[src/rtl/spi_slave_regs.sv]
// rtl/spi_slave_regs.sv - SPI mode-0 responder with a byte register file
//
// Purpose:
//   Answers an ADXL362-style command protocol: 0x0A = write, 0x0B = read.
//   The command byte is followed by an address byte and then by data bytes.
//   The address auto-increments and wraps modulo NUM_REGS.
//   SPI pins are oversampled in the i_clock domain.
//   i_clock must run at least 8x the sclk frequency.
//   A local parallel port loads and reads the same registers.
//
// Optional feature (macro SPI_SLAVE_ID_REG_EN):
//   reg[0] always reads DEVICE_ID.
//   Writes to address 0 are discarded. The SPI write strobe still pulses.
//
// Ports:
//   i_clock          system clock
//   i_reset_n        asynchronous active-low reset
//   i_sclk           SPI clock, idles low
//   i_ss             slave select, active-low
//   i_mosi           master-out data, MSB first
//   o_miso           slave-out data
//   i_loc_we         local register write enable
//   i_loc_addr       local write/read address
//   i_loc_wdata      local write data
//   o_loc_rdata      combinational read of reg[i_loc_addr]
//   o_spi_wr_stb     one-cycle pulse when an SPI write commits
//   o_spi_wr_addr    address of the committed SPI write
//   o_spi_wr_data    data of the committed SPI write
//   o_busy           high while synchronized ss is low
module spi_slave_regs #(
  parameter int         NUM_REGS  = 16,
  parameter int         ADDR_W    = 4,
  parameter logic [7:0] DEVICE_ID = 8'hAD
) (
  input  logic              i_clock,
  input  logic              i_reset_n,
  input  logic              i_sclk,
  input  logic              i_ss,
  input  logic              i_mosi,
  output logic              o_miso,
  input  logic              i_loc_we,
  input  logic [ADDR_W-1:0] i_loc_addr,
  input  logic [7:0]        i_loc_wdata,
  output logic [7:0]        o_loc_rdata,
  output logic              o_spi_wr_stb,
  output logic [ADDR_W-1:0] o_spi_wr_addr,
  output logic [7:0]        o_spi_wr_data,
  output logic              o_busy
);

`ifdef SPI_SLAVE_ID_REG_EN
  localparam bit ID_REG_EN = 1'b1;
`else
  localparam bit ID_REG_EN = 1'b0;
`endif

  localparam logic [7:0] CMD_WRITE = 8'h0A;
  localparam logic [7:0] CMD_READ  = 8'h0B;

  typedef enum logic [2:0] {
    S_IDLE,
    S_CMD,
    S_ADDR,
    S_WR,
    S_RD,
    S_IGNORE
  } state_t;

  state_t            r_state;
  state_t            w_state_next;

  logic              r_sclk_meta, r_sclk_sync, r_sclk_prev;
  logic              r_ss_meta, r_ss_sync, r_ss_prev;
  logic              r_mosi_meta, r_mosi_sync;

  logic [2:0]        r_bitcnt;
  logic [7:0]        r_rx;
  logic [7:0]        r_tx;
  logic              r_skip_fall;
  logic              r_rd_mode;
  logic [ADDR_W-1:0] r_addr;
  logic [7:0]        r_mem [NUM_REGS];

  logic              r_wr_stb;
  logic [ADDR_W-1:0] r_wr_addr;
  logic [7:0]        r_wr_data;

  logic              w_active;
  logic              w_rise;
  logic              w_fall;
  logic              w_ss_fall;
  logic              w_ss_rise;
  logic              w_shift_en;
  logic              w_byte_done;
  logic [7:0]        w_rx_next;
  logic              w_spi_commit;
  logic              w_tx_load;
  logic [ADDR_W-1:0] w_tx_addr;
  logic [7:0]        w_tx_src;

  // Two-flop synchronizers plus one history flop for edge detection.
  // Pin to event takes three clocks.
  // ss resets high so that busy reads 0 out of reset.
  always_ff @(posedge i_clock or negedge i_reset_n) begin
    if (!i_reset_n) begin
      r_sclk_meta <= 1'b0;
      r_sclk_sync <= 1'b0;
      r_sclk_prev <= 1'b0;
      r_ss_meta   <= 1'b1;
      r_ss_sync   <= 1'b1;
      r_ss_prev   <= 1'b1;
      r_mosi_meta <= 1'b0;
      r_mosi_sync <= 1'b0;
    end else begin
      r_sclk_meta <= i_sclk;
      r_sclk_sync <= r_sclk_meta;
      r_sclk_prev <= r_sclk_sync;
      r_ss_meta   <= i_ss;
      r_ss_sync   <= r_ss_meta;
      r_ss_prev   <= r_ss_sync;
      r_mosi_meta <= i_mosi;
      r_mosi_sync <= r_mosi_meta;
    end
  end

  // sclk edges only count while the synchronized select is low.
  assign w_active    = ~r_ss_sync;
  assign w_rise      = w_active & r_sclk_sync & ~r_sclk_prev;
  assign w_fall      = w_active & ~r_sclk_sync & r_sclk_prev;
  assign w_ss_fall   = ~r_ss_sync & r_ss_prev;
  assign w_ss_rise   = r_ss_sync & ~r_ss_prev;

  assign w_rx_next   = {r_rx[6:0], r_mosi_sync};
  assign w_shift_en  = w_rise && (r_state != S_IDLE);
  assign w_byte_done = w_shift_en && (r_bitcnt == 3'd7);

  // The tx snapshot comes from the same register view the local port reads.
  assign w_tx_src    = (ID_REG_EN && (w_tx_addr == '0)) ? DEVICE_ID : r_mem[w_tx_addr];
  assign o_loc_rdata = (ID_REG_EN && (i_loc_addr == '0)) ? DEVICE_ID : r_mem[i_loc_addr];

  always_ff @(posedge i_clock or negedge i_reset_n) begin
    if (!i_reset_n) begin
      r_state <= S_IDLE;
    end else begin
      r_state <= w_state_next;
    end
  end

  always_comb begin
    w_state_next = r_state;
    w_spi_commit = 1'b0;
    w_tx_load    = 1'b0;
    w_tx_addr    = r_addr + ADDR_W'(1);
    if (w_ss_rise) begin
      w_state_next = S_IDLE;
    end else begin
      case (r_state)
        S_IDLE: begin
          if (w_ss_fall) w_state_next = S_CMD;
        end
        S_CMD: begin
          if (w_byte_done) begin
            if ((w_rx_next == CMD_WRITE) || (w_rx_next == CMD_READ)) w_state_next = S_ADDR;
            else w_state_next = S_IGNORE;
          end
        end
        S_ADDR: begin
          if (w_byte_done) begin
            w_state_next = r_rd_mode ? S_RD : S_WR;
            w_tx_load    = r_rd_mode;
            w_tx_addr    = w_rx_next[ADDR_W-1:0];
          end
        end
        S_WR: begin
          w_spi_commit = w_byte_done;
        end
        S_RD: begin
          w_tx_load = w_byte_done;
        end
        default: begin
          w_state_next = r_state;
        end
      endcase
    end
  end

  always_ff @(posedge i_clock or negedge i_reset_n) begin
    if (!i_reset_n) begin
      r_bitcnt    <= '0;
      r_rx        <= '0;
      r_tx        <= '0;
      r_skip_fall <= 1'b0;
      r_rd_mode   <= 1'b0;
      r_addr      <= '0;
      r_wr_stb    <= 1'b0;
      r_wr_addr   <= '0;
      r_wr_data   <= '0;
    end else begin
      r_wr_stb <= 1'b0;

      if (w_ss_fall && (r_state == S_IDLE)) begin
        r_bitcnt <= '0;
        r_rx     <= '0;
      end else if (w_ss_rise) begin
        r_bitcnt <= '0;
      end else if (w_shift_en) begin
        r_rx     <= w_rx_next;
        r_bitcnt <= r_bitcnt + 3'd1;
      end

      if ((r_state == S_CMD) && w_byte_done) begin
        r_rd_mode <= (w_rx_next == CMD_READ);
      end

      if ((r_state == S_ADDR) && w_byte_done) begin
        r_addr <= w_rx_next[ADDR_W-1:0];
      end else if (((r_state == S_WR) || (r_state == S_RD)) && w_byte_done) begin
        r_addr <= r_addr + ADDR_W'(1);
      end

      if (w_spi_commit) begin
        r_wr_stb  <= 1'b1;
        r_wr_addr <= r_addr;
        r_wr_data <= w_rx_next;
      end

      // The fall right after a load leaves tx alone.
      // That keeps the freshly loaded MSB on miso for the master's next rising edge.
      if (w_tx_load) begin
        r_tx        <= w_tx_src;
        r_skip_fall <= 1'b1;
      end else if ((r_state == S_RD) && w_fall) begin
        if (r_skip_fall) r_skip_fall <= 1'b0;
        else             r_tx        <= {r_tx[6:0], 1'b0};
      end
    end
  end

  // On a same-cycle collision at one address, the SPI commit wins over the local write.
  always_ff @(posedge i_clock or negedge i_reset_n) begin
    if (!i_reset_n) begin
      for (int i = 0; i < NUM_REGS; i++) r_mem[i] <= '0;
    end else begin
      for (int i = 0; i < NUM_REGS; i++) begin
        if (!(ID_REG_EN && (i == 0))) begin
          if (w_spi_commit && (r_addr == ADDR_W'(i))) begin
            r_mem[i] <= w_rx_next;
          end else if (i_loc_we && (i_loc_addr == ADDR_W'(i))) begin
            r_mem[i] <= i_loc_wdata;
          end
        end
      end
    end
  end

  assign o_miso        = (r_state == S_RD) & r_tx[7];
  assign o_busy        = ~r_ss_sync;
  assign o_spi_wr_stb  = r_wr_stb;
  assign o_spi_wr_addr = r_wr_addr;
  assign o_spi_wr_data = r_wr_data;

endmodule

[config.mk]
export PLATFORM = sky130hd
export DESIGN_NAME = spi_slave_regs
export DESIGN_NICKNAME = d
export VERILOG_FILES = /design/src/rtl/spi_slave_regs.sv
export SDC_FILE = /design/constraint.sdc
export NUM_CORES = 1
export LEC_CHECK = 0
export BUFFER_PORTS_ARGS = -buffer_cell sky130_fd_sc_hd__buf_2
export CAP_MARGIN = 20
export CORE_ASPECT_RATIO = 0.7
export CORE_MARGIN = 2
export CORE_UTILIZATION = 45
export CTS_CLUSTER_DIAMETER = 40
export DETAILED_ROUTE_END_ITERATION = 16
export PLACE_DENSITY = 0.62
export SYNTH_ARGS = -nofsm -noshare
export SYNTH_HDL_FRONTEND = slang
export SYNTH_SLANG_ARGS = --single-unit
[constraint.sdc]
create_clock -name i_clock -period 2.7 [get_ports i_clock]
set_clock_uncertainty 0.2 [all_clocks]
set_input_delay 0.54 -clock i_clock [delete_from_list [all_inputs] [get_ports i_clock]]
set_output_delay 0.54 -clock i_clock [all_outputs]
set_load 0.01 [all_outputs]
==> qor.yml, run 1 <==
status: "complete, but fails checks"
violations: "negative setup slack"
n_antenna_cell: 0
p_per_area_nw_per_um2: 662
grt.overflow.total: 0
cp-end-kind: "flop"
synthCells: 1087
fp.dieArea_um2: 24600
clock_path_buffers: 2
grt_pass1_vias: 8515
ir_drop_v: 0.000525
avgSynthCellArea_um2: 9.66
start_util_pct: 46.1
crit_type: "flop to flop"
hold_violations: 0
drtAntennaViolNets: 0
clk_pin_slew_worst_paths_ns: 0.07
pin_count: 41
synth_cell_types: 58
syn-cell-area_um2: 10500
cts_buffers: 17
port_buffers: 40
maxCapViolCount: 0
worstHoldPathType: "flop to flop"
period_minus_slack_ns: 2.78
setup_tns_ns: -0.423
period_share_pct: 103
worst_ep_arrival_time_ns: 2.91
grt_setup_unrepaired: "yes"
synth_nets: 1113
cts.sink_count: 176
synthAdderAreaFrac_pct: 0.954
async_flop_share_pct: 100
cp_data_required_time_ns: 2.82
synth_top_flop_cell: "dfrtp_1"
fmax_mhz: 359
grt_pass1_wl_um: 52000
viasPerCell: 5.94
tritoncts: "done"
drc: 0
wl_um: 33800
yosysSeqAreaShare_pct: 42.0
nets: 1224
gp_congestion: 0.963
antenna_found_initial: 1
clock_latency_ns: 0.45
regToRegSetupSlack_ns: -0.08
drive_above_1_share_pct: 24.3
final_common_cell: "dfrtp_1"
grt_start_max_net_pins: 48
drtIter0Drc: 905
rows: 46
synth_xor_area_share_pct: 0.167
wl_per_cell_um: 22.2
die_y_um: 132
root_buffer: "clkbuf_16"
layout_common_cells: "172 x dfrtp_1, 170 x mux2i_1, 153 x nor2_1"
ys_seq_elements: 176
synthToLayoutAreaGrowth_pct: 22.4
synth-simple-area-share_pct: 14.8
synth_edf_count: 0
whs_ns: 0.152
cp_max_fo: 11
muxShareOfSynthArea_pct: 26.0
synth-compound-area-share_pct: 11.9
track_usage_pct: 27.8
p_leak_nw: 5.70
fp.dieW_um: 187
max_slew_margin_pct: 54.1
slew_violations: 0
vias: 9040
firstDrtPassIters: 5
ys_warn_count: 0
setup-violations-final: 12
detailed_place_hpwl_um: 23800
worst_pin_slew_ns: 0.689
synth_top_family_by_area: "multiplexers"
crit_path_start_kind: "flop"
htree_levels: 4
fin_ws_ns: -0.0834
core_area_um2: 22800
fin_util_pct: 56.4
==> worst max-delay path, stage by stage (launching register included) <==
cell and delay, ns:
dfstp_2 0.54, inv_2 0.05, ha_4 0.16, nor4b_4 0.29
buf_4 0.18, nand2_2 0.07, a21boi_4 0.17, buf_12 0.17
buf_4 0.15, mux2i_1 0.22, mux2i_1 0.13, o22ai_1 0.24
nor4_2 0.07
==> repair_timing <==
action / 4_1_cts / 5_1_grt
hold endpoints to repair: 43 / 0
pin swaps: 5 / 14
gates resized for setup: 31 / 37
endpoints found under the setup margin: 16 / 101
setup buffers: 26 / 14
hold buffers: 4 / 0
cloned: 2 / 1
==> logic make-up after synthesis <==
logic type	Yosys count
AND/OR/NAND/NOR	354
AO/OA/AOI/OAI	224
multiplexers	220
flip-flops	176
buffers and inverters	103
adder cells (fa/ha/maj)	8
XOR/XNOR	2
==> through the flow <==
| stage | worst slack [ns] | instances | instance area [um^2] | total power, mW |
|---|---|---|---|---|
| after detailed placement | -0.267 | 1446 | 11600 | 5.90 |
| after CTS | -0.0734 | 1509 | 12500 | 8.45 |
| after global routing | -0.182 | 1523 | 12900 | 8.92 |
| final | -0.0834 | 1523 | 12900 | 8.51 |
| after floorplan | 0.00540 | 1087 | 10500 | 5.03 |
| after global placement | -0.127 | 1446 | 11600 | 5.84 |
==> path summary, 6_finish.rpt <==
path,end,depth (start not counted),startpoint
max,r_tx[2],12,r_ss_prev
min,r_sclk_sync,0,r_sclk_meta
max reg2reg,r_tx[2],12,r_ss_prev
min reg2reg,r_sclk_sync,0,r_sclk_meta
max in group asynchronous,r_mem[81],3,i_reset_n
min in group asynchronous,r_mem[116],2,i_reset_n
==> flip-flops by register name, summed over array words and instances, names as in the netlist, 3 cells and up <==
signal,cells
o_spi_wr_addr,4
o_spi_wr_data,8
r_addr,4
r_bitcnt,3
r_mem,128
r_rx,7
r_state,3
r_tx,8
==> where the power goes <==
| part | internal [mW] | leakage, nW | total [mW] | switching, mW |
|---|---|---|---|---|
| clock network | 1.19 | 0.248 | 2.35 | 1.15 |
| registers | 3.20 | 2.04 | 3.77 | 0.573 |
| logic | 1.16 | 3.41 | 2.39 | 1.23 |
| total | 5.55 | 5.70 | 8.51 | 2.96 |
==> metal layers <==
metal	vias up	wire length (um)	share of wire, %	track usage, %
met5	-	13	0.038	0
met1	4431	15300	45	41.3
li1	4121	-	-	-
met3	42	3410	10	7.45
met2	444	14500	43	39.8
met4	2	602	1.8	7.89
==> cell type report <==
class                           instances  area (um^2)
Clock buffer                           19          433
Inverter                               12         45.0
Fill cell                            2053         9940
Clock inverter                         13          104
Multi-Input combinational cell        808         5840
Sequential cell                       176         4410
Tap cell                              312          390
Timing Repair Buffer                  183         1630
==> cell usage after synthesis (3+ instances only) <==
cell type,instances,area [um^2]
nand2_1,107,402
clkbuf_1,54,203
a31oi_1,3,18.8
a21oi_1,155,776
nand4_1,6,37.5
nor4_1,7,43.8
dfstp_2,3,78.8
nand3_1,36,180
buf_1,13,48.8
ha_1,8,100
or2_2,3,18.8
o21ai_0,22,110
mux2i_1,176,1760
nor3_1,6,30.0
buf_2,18,90.1
buf_4,4,30.0
nor2_1,154,578
or3_1,3,18.8
nand3b_1,6,45.0
a22o_1,10,87.6
o22ai_1,15,93.8
nand2b_1,7,43.8
and3_1,3,18.8
inv_1,12,45.0
nor2b_1,3,18.8
mux4_2,42,946
dfrtp_1,173,4330
No activity file was read; power rests on OpenSTA's default activity.
==> run 2, diff against run 1 <==
- CAP_MARGIN: 20 -> default
- CORE_UTILIZATION: 45 -> 57
- PLACE_DENSITY: 0.62 -> 0.76
==> run 2 against run 1 <==
Against the previous run:
- the run still ends with negative setup slack left
- combinational power rose by 3%
- hold slack better by 0.0025 ns
- register-to-register slack lost 0.07 ns
- critical path type unchanged
- cell area increased by 2.6%
==> qor.yml, run 2 (same netlist as run 1, synthesis figures left out) <==
root_buffer: "clkbuf_16"
vias: 9751  # +7.9%
clock_path_buffers: 2  # unchanged
n_antenna_cell: 0  # unchanged
antenna_found_initial: 0  # -1
synthToLayoutAreaGrowth_pct: 25.6
pin_count: 41  # unchanged
track_usage_pct: 35.6  # +7.8 points
layout_common_cells: "173 x dfrtp_1, 171 x mux2i_1, 153 x a21oi_1"
nets: 1249  # +2.0%
firstDrtPassIters: 6  # +1
hold_path_end: "r_sclk_sync"
worstRegToRegCells: 14  # +2
detailed_place_hpwl_um: 22900  # -3.8%
n_fill_cell: 1246  # -39%
largest_reg_flops: 128  # unchanged
grt.overflow.total: 0  # unchanged
fp.dieArea_um2: 19500  # -21%
final_common_cell: "dfrtp_1"
hold_violations: 0  # unchanged
top_register: "r_mem"
status: "complete, but fails checks"
cp_max_fo: 8  # -3
slew_violations: 0  # unchanged
port_buffers: 40  # unchanged
maxCapViolCount: 0  # unchanged
worst_pin_slew_ns: 0.714  # +0.0253 ns
worstHoldPathType: "flop to flop"
start_util_pct: 58.3  # +12 points
wl_per_cell_um: 23.9  # +7.8%
crit_slowest_cell: "dfstp_2"
pre_cts_ws_ns: -0.236  # +0.0303 ns
grt_pass1_vias: 9264  # +8.8%
grt_setup_unrepaired: "yes"
cp_data_required_time_ns: 2.83  # about the same
setup-violations-final: 15  # +3
cp_slowest_stage_delay_ns: 0.54  # about the same
core_area_um2: 18000  # -21%
critical_path.top_delay_family: "simple AND/OR/NAND/NOR gates"
grt_start_max_net_pins: 63  # +31%
min_from: "r_sclk_meta"
cts_buffers: 17  # unchanged
fmax_mhz: 350  # -2.4%
die_y_um: 118  # -11%
fp.dieW_um: 166  # -11%
p_leak_nw: 5.92  # +3.9%
gp_congestion: 0.921  # -4.3%
grt_pass1_wl_um: 53300  # +2.4%
cp_num_buf_inv: 6  # +2
final_area_um2: 13200  # +2.6%
cts.sink_count: 176  # unchanged
totalPowerFinal_mw: 8.96  # +5.3%
fin_ws_ns: -0.153  # -0.0698 ns
rr_endpoint: "r_tx[3]"
period_minus_slack_ns: 2.85  # +0.0698 ns
drive_above_1_share_pct: 26.1  # +1.8 points
regToRegSetupSlack_ns: -0.15  # -0.07 ns
cp-end-kind: "flop"
rows: 41  # -11%
path_cells: "inv_2 -> ha_4 -> nor4b_4 -> buf_4 -> buf_12 -> nand2_4 -> a21boi_4 -> buf_6 -> buf_12 -> buf_4 -> nand2_1 -> nand3_2 -> a21oi_1 -> nor4_1"
violations: "negative setup slack"
drtAntennaViolNets: 0  # unchanged
r2r-start: "r_ss_prev"
tritoncts: "done"
period_share_pct: 106  # +2.6 points
cp.depth: 14  # +2
drc: 0  # unchanged
htree_levels: 4  # unchanged
viasPerCell: 6.63  # +12%
fin_util_pct: 73.2  # +17 points
hold_path_depth: 0  # unchanged
crit_path_start_kind: "flop"
max_slew_margin_pct: 52.4  # -1.7 points
wl_um: 35200  # +4.2%
p_per_area_nw_per_um2: 680  # +2.7%
crit_type: "flop to flop"
ir_drop_v: 0.000463  # -12%
placed_area_um2: 11500  # -0.52%
drtIter0Drc: 1502  # +66%
clk_pin_slew_worst_paths_ns: 0.07  # about the same
worst_ep_arrival_time_ns: 2.98  # +0.07 ns
clock_latency_ns: 0.45  # about the same
-- run 2: cell types whose count changed in the layout (fill, tap and decap cells not counted), sizes merged --
cell      change
buf          +22
clkbuf        +6
bufinv        +4
inv           -5
clkinvlp      -2
bufbuf        +1
clkinv        -2
-- run 2: worst max path at each step --
stage | to | startpoint
2_1_floorplan | r_tx[0] | r_ss_prev
3_3_place_gp | r_tx[6] | r_ss_prev
3_5_place_dp | r_tx[6] | r_ss_prev
4_1_cts | r_tx[6] | r_ss_prev
5_1_grt | r_tx[3] | r_ss_prev
6_report | r_tx[3] | r_ss_prev
-- run 2: report_power, final --
part	leakage (nW)	internal [mW]	total (mW)	switching, mW
Clock	0.302	1.65	2.74	1.10
Sequential	2.04	3.20	3.75	0.551
Combinational	3.58	1.20	2.47	1.27
-- run 2: routing by layer --
metal	vias to the layer above	share of wire, %	track usage, %
li1	4162	-	-
met2	758	44	52.4
met5	-	0	0
met4	0	3.5	12.2
met1	4704	39	49.9
met3	127	13	11.6
-- run 2: area by class of cell --
class | count | area (um^2) | area share, %
Timing Repair Buffer | 208 | 1940 | 14.7
Sequential cell | 176 | 4410 | 33.4
Multi-Input combinational cell | 808 | 5850 | 44.4
Inverter | 12 | 45.0 | 0.342
Tap cell | 236 | 295 | 2.24
Clock buffer | 23 | 488 | 3.70
Clock inverter | 8 | 151 | 1.15
-- run 2: stage by stage --
stage	hold WS, ns	cells	TNS, ns
2_1_floorplan	0.0444	1087	0
3_3_place_gp	0.132	1374	-0.905
3_5_place_dp	0.142	1374	-1.94
4_1_cts	0.156	1443	-0.192
5_1_grt	0.159	1471	-2.40
6_report	0.155	1471	-0.928
-- run 2: worst reg2reg max path: cells and delay by family, from the launching register on --
| family | cells | cell delay [ns] |
|---|---|---|
| AND/OR/NAND/NOR | 5 | 0.83 |
| buffers and inverters | 6 | 0.75 |
| flip-flops | 1 | 0.54 |
| AO/OA/AOI/OAI | 2 | 0.26 |
| adder cells (fa/ha/maj) | 1 | 0.16 |
-- run 2: repair_timing --
action / CTS / global route
setup endpoints to repair: 24 / 96
pin swaps: 4 / 12
hold buffers: 4 / 0
buffers inserted: 30 / 24
hold endpoints to repair: 59 / 0
gates cloned: 4 / 4
resized for setup: 28 / 47
==> run 3, diff against run 2 <==
- BUFFER_PORTS_ARGS: -buffer_cell sky130_fd_sc_hd__buf_2 -> default
- CORE_UTILIZATION: 57 -> 70
- CTS_BUF_LIST: default -> sky130_fd_sc_hd__clkbuf_8 sky130_fd_sc_hd__clkbuf_16
- DONT_BUFFER_PORTS: default -> 1
- PLACE_DENSITY: 0.76 -> 0.85
- clock period: 2.7 -> 3.5 ns (I/O delays scaled with it)
==> run 3 against run 2 <==
Against the previous run:
- hold slack lost 0.41 ns
- register-to-register slack gained 0.31 ns
- die area shrank 18%
- cell area shrank 15%
- sequential power shrank 22%
- flip-flop and latch count is the same
- critical path type unchanged
- core utilization grew 3.2 points
- the run ends with negative hold slack left
- final cell count shrank 15%
- non-clock buffer count shrank 176
==> qor.yml, run 3 (same netlist as run 1, synthesis figures left out) <==
status: "complete, but fails checks"
violations: "negative hold slack"
cts.sink_count: 176  # unchanged
crit_type: "flop to flop"
layout_common_cells: "176 x mux2i_1, 173 x dfrtp_1, 154 x nor2_1, 154 x a21oi_1, 107 x nand2_1"
top_register: "r_mem"
antenna_found_initial: 0  # unchanged
firstDrtPassIters: 6  # unchanged
internal_power_mw: 4.31  # -29%
drc: 0  # unchanged
grt_setup_unrepaired: "yes"
fin_util_pct: 76.4  # +3.2 points
whs_ns: -0.253  # -0.408 ns
crit_path_start_kind: "flop"
swShare_pct: 31.9  # -0.60 points
hold_violations: 173  # +173
rows: 37  # -9.8%
fp.dieArea_um2: 16000  # -18%
vias: 8862  # -9.1%
slew_violations: 0  # unchanged
drtIter0Drc: 1363  # -9.3%
comb_power_share_pct: 22.7  # -4.8 points
wl_um: 31400  # -11%
nets: 1073  # -14%
synthToLayoutAreaGrowth_pct: 6.78
ir_drop_v: 0.000400  # -14%
regToRegSetupSlack_ns: 0.16  # +0.31 ns
worstHoldPathType: "input port to async pin"
totalPowerFinal_mw: 6.33  # -29%
dp_cells: 1223  # -11%
rr_endpoint: "r_mem[121]"
die_y_um: 106  # -9.4%
period_minus_slack_ns: 3.34  # +0.485 ns
pin_count: 41  # unchanged
grt_start_max_net_pins: 177  # +180%
cts_resized: 0  # -100%
viasPerCell: 7.07  # +6.7%
port_buffers: 0  # -100%
htree_levels: 4  # unchanged
final_common_cell: "mux2i_1"
drtAntennaViolNets: 0  # unchanged
clock_latency_ns: 0.44  # about the same
cp_data_required_time_ns: 3.59  # +0.76 ns
seqPwrFrac_pct: 46.3  # +4.4 points
p_leak_nw: 4.87  # -18%
grt_pass1_wl_um: 48500  # -8.9%
post_cts_buffers: 0  # -100%
track_usage_pct: 41.2  # +5.6 points
period_share_pct: 95.4  # -10 points
root_buffer: "clkbuf_16"
grt_pass1_vias: 8380  # -9.5%
n_fill_cell: 954  # -23%
worstRegToRegCells: 9  # -5
r2r-start: "r_bitcnt[0]"
cts_buffers: 17  # unchanged
cp_max_fo: 16  # +8
fin_ws_ns: 0.161  # +0.315 ns
p_per_area_nw_per_um2: 564  # -17%
start_util_pct: 71.5  # +13 points
worst_pin_slew_ns: 0.892  # +0.178 ns
pre_cts_ws_ns: 0.350  # +0.586 ns
clk_pin_slew_worst_paths_ns: 0.07  # about the same
grt.overflow.total: 0  # unchanged
tritoncts: "done"
p_clk_share_pct: 31.0  # +0.4 points
p_switching_mw: 2.02  # -31%
n_antenna_cell: 0  # unchanged
fmax_mhz: 300  # -15%
fin_cells: 1253  # -15%
core_area_um2: 14700  # -18%
worst_ep_arrival_time_ns: 3.43  # +0.45 ns
maxCapViolCount: 0  # unchanged
cp-end-kind: "flop"
setup-violations-final: 0  # -15
clock_path_buffers: 2  # unchanged
drive_above_1_share_pct: 11.2  # -15 points
wl_per_cell_um: 25.1  # +4.8%
fp.dieW_um: 150  # -9.5%
max_slew_margin_pct: 40.5  # -12 points
largest_reg_flops: 128  # unchanged
detailed_place_hpwl_um: 20500  # -10%
gp_congestion: 0.974  # +5.8%
run 3: changes by cell type in the layout (fill, tap and decap cells not counted), moves of 5 or more:
cell,before,now
buf_12,18,1
buf_2,31,0
buf_4,128,31
buf_6,18,0
mux2i_1,171,176
nand2_1,102,107
nor2_1,149,154
run 3: worst max path at each step:
stage / from / endpoint / slack, ns / cells after the start
after global placement: r_ss_prev / r_tx[6] / 0.44 / 9
final: r_bitcnt[0] / r_mem[121] / 0.16 / 9
after global routing: r_bitcnt[1] / r_mem[102] / -0.005 / 9
after floorplan: i_loc_addr[0] / o_loc_rdata[7] / 0.15 / 4
after detailed placement: r_ss_prev / r_mem[123] / 0.35 / 9
after CTS: r_ss_prev / r_mem[121] / 0.24 / 9
run 3: metrics by stage:
stage               instance area (um^2)  setup TNS [ns]  hold slack, ns
global route                       11200        -0.00703          -0.264
finish                             11200               0          -0.253
global placement                   10600               0           0.133
floorplan                          10500               0           0.131
CTS                                11200               0          -0.257
detailed placement                 10600               0           0.141
run 3: final cells by class:
| class | count | area [um^2] | area share (%) |
|---|---|---|---|
| well taps | 195 | 244 | 2.18 |
| repair buffers | 32 | 253 | 2.25 |
| multi-input cells | 808 | 5660 | 50.5 |
| inverters | 12 | 45.0 | 0.402 |
| clock buffers | 19 | 453 | 4.04 |
| flip-flops and latches | 176 | 4410 | 39.3 |
| clock inverters | 11 | 141 | 1.26 |
run 3: layer usage:
layer	part of all wire, %	track usage, %	vias up
met5	0	1.00	-
met4	3.6	17.5	0
met3	15	13.7	113
met2	43	57.5	711
met1	39	58.9	4236
li1	-	-	3802
run 3: power groups by stage:
stage | logic (mW) | registers (mW) | clock network (mW)
floorplan | 1.14 | 2.74 | 0
global placement | 1.34 | 2.90 | 0
detailed placement | 1.40 | 2.92 | 0
CTS | 1.41 | 2.90 | 1.95
global route | 1.54 | 2.96 | 2.04
finish | 1.43 | 2.93 | 1.96
run 3: critical path, cell delays in order (launching register included):
cell,delay [ns]
dfrtp_1,0.36
ha_1,0.15
ha_1,0.22
nor4bb_1,0.30
buf_4,0.23
nand4_1,0.25
nor3_1,0.55
nand2_1,0.57
nor2_1,0.28
a21oi_1,0.07
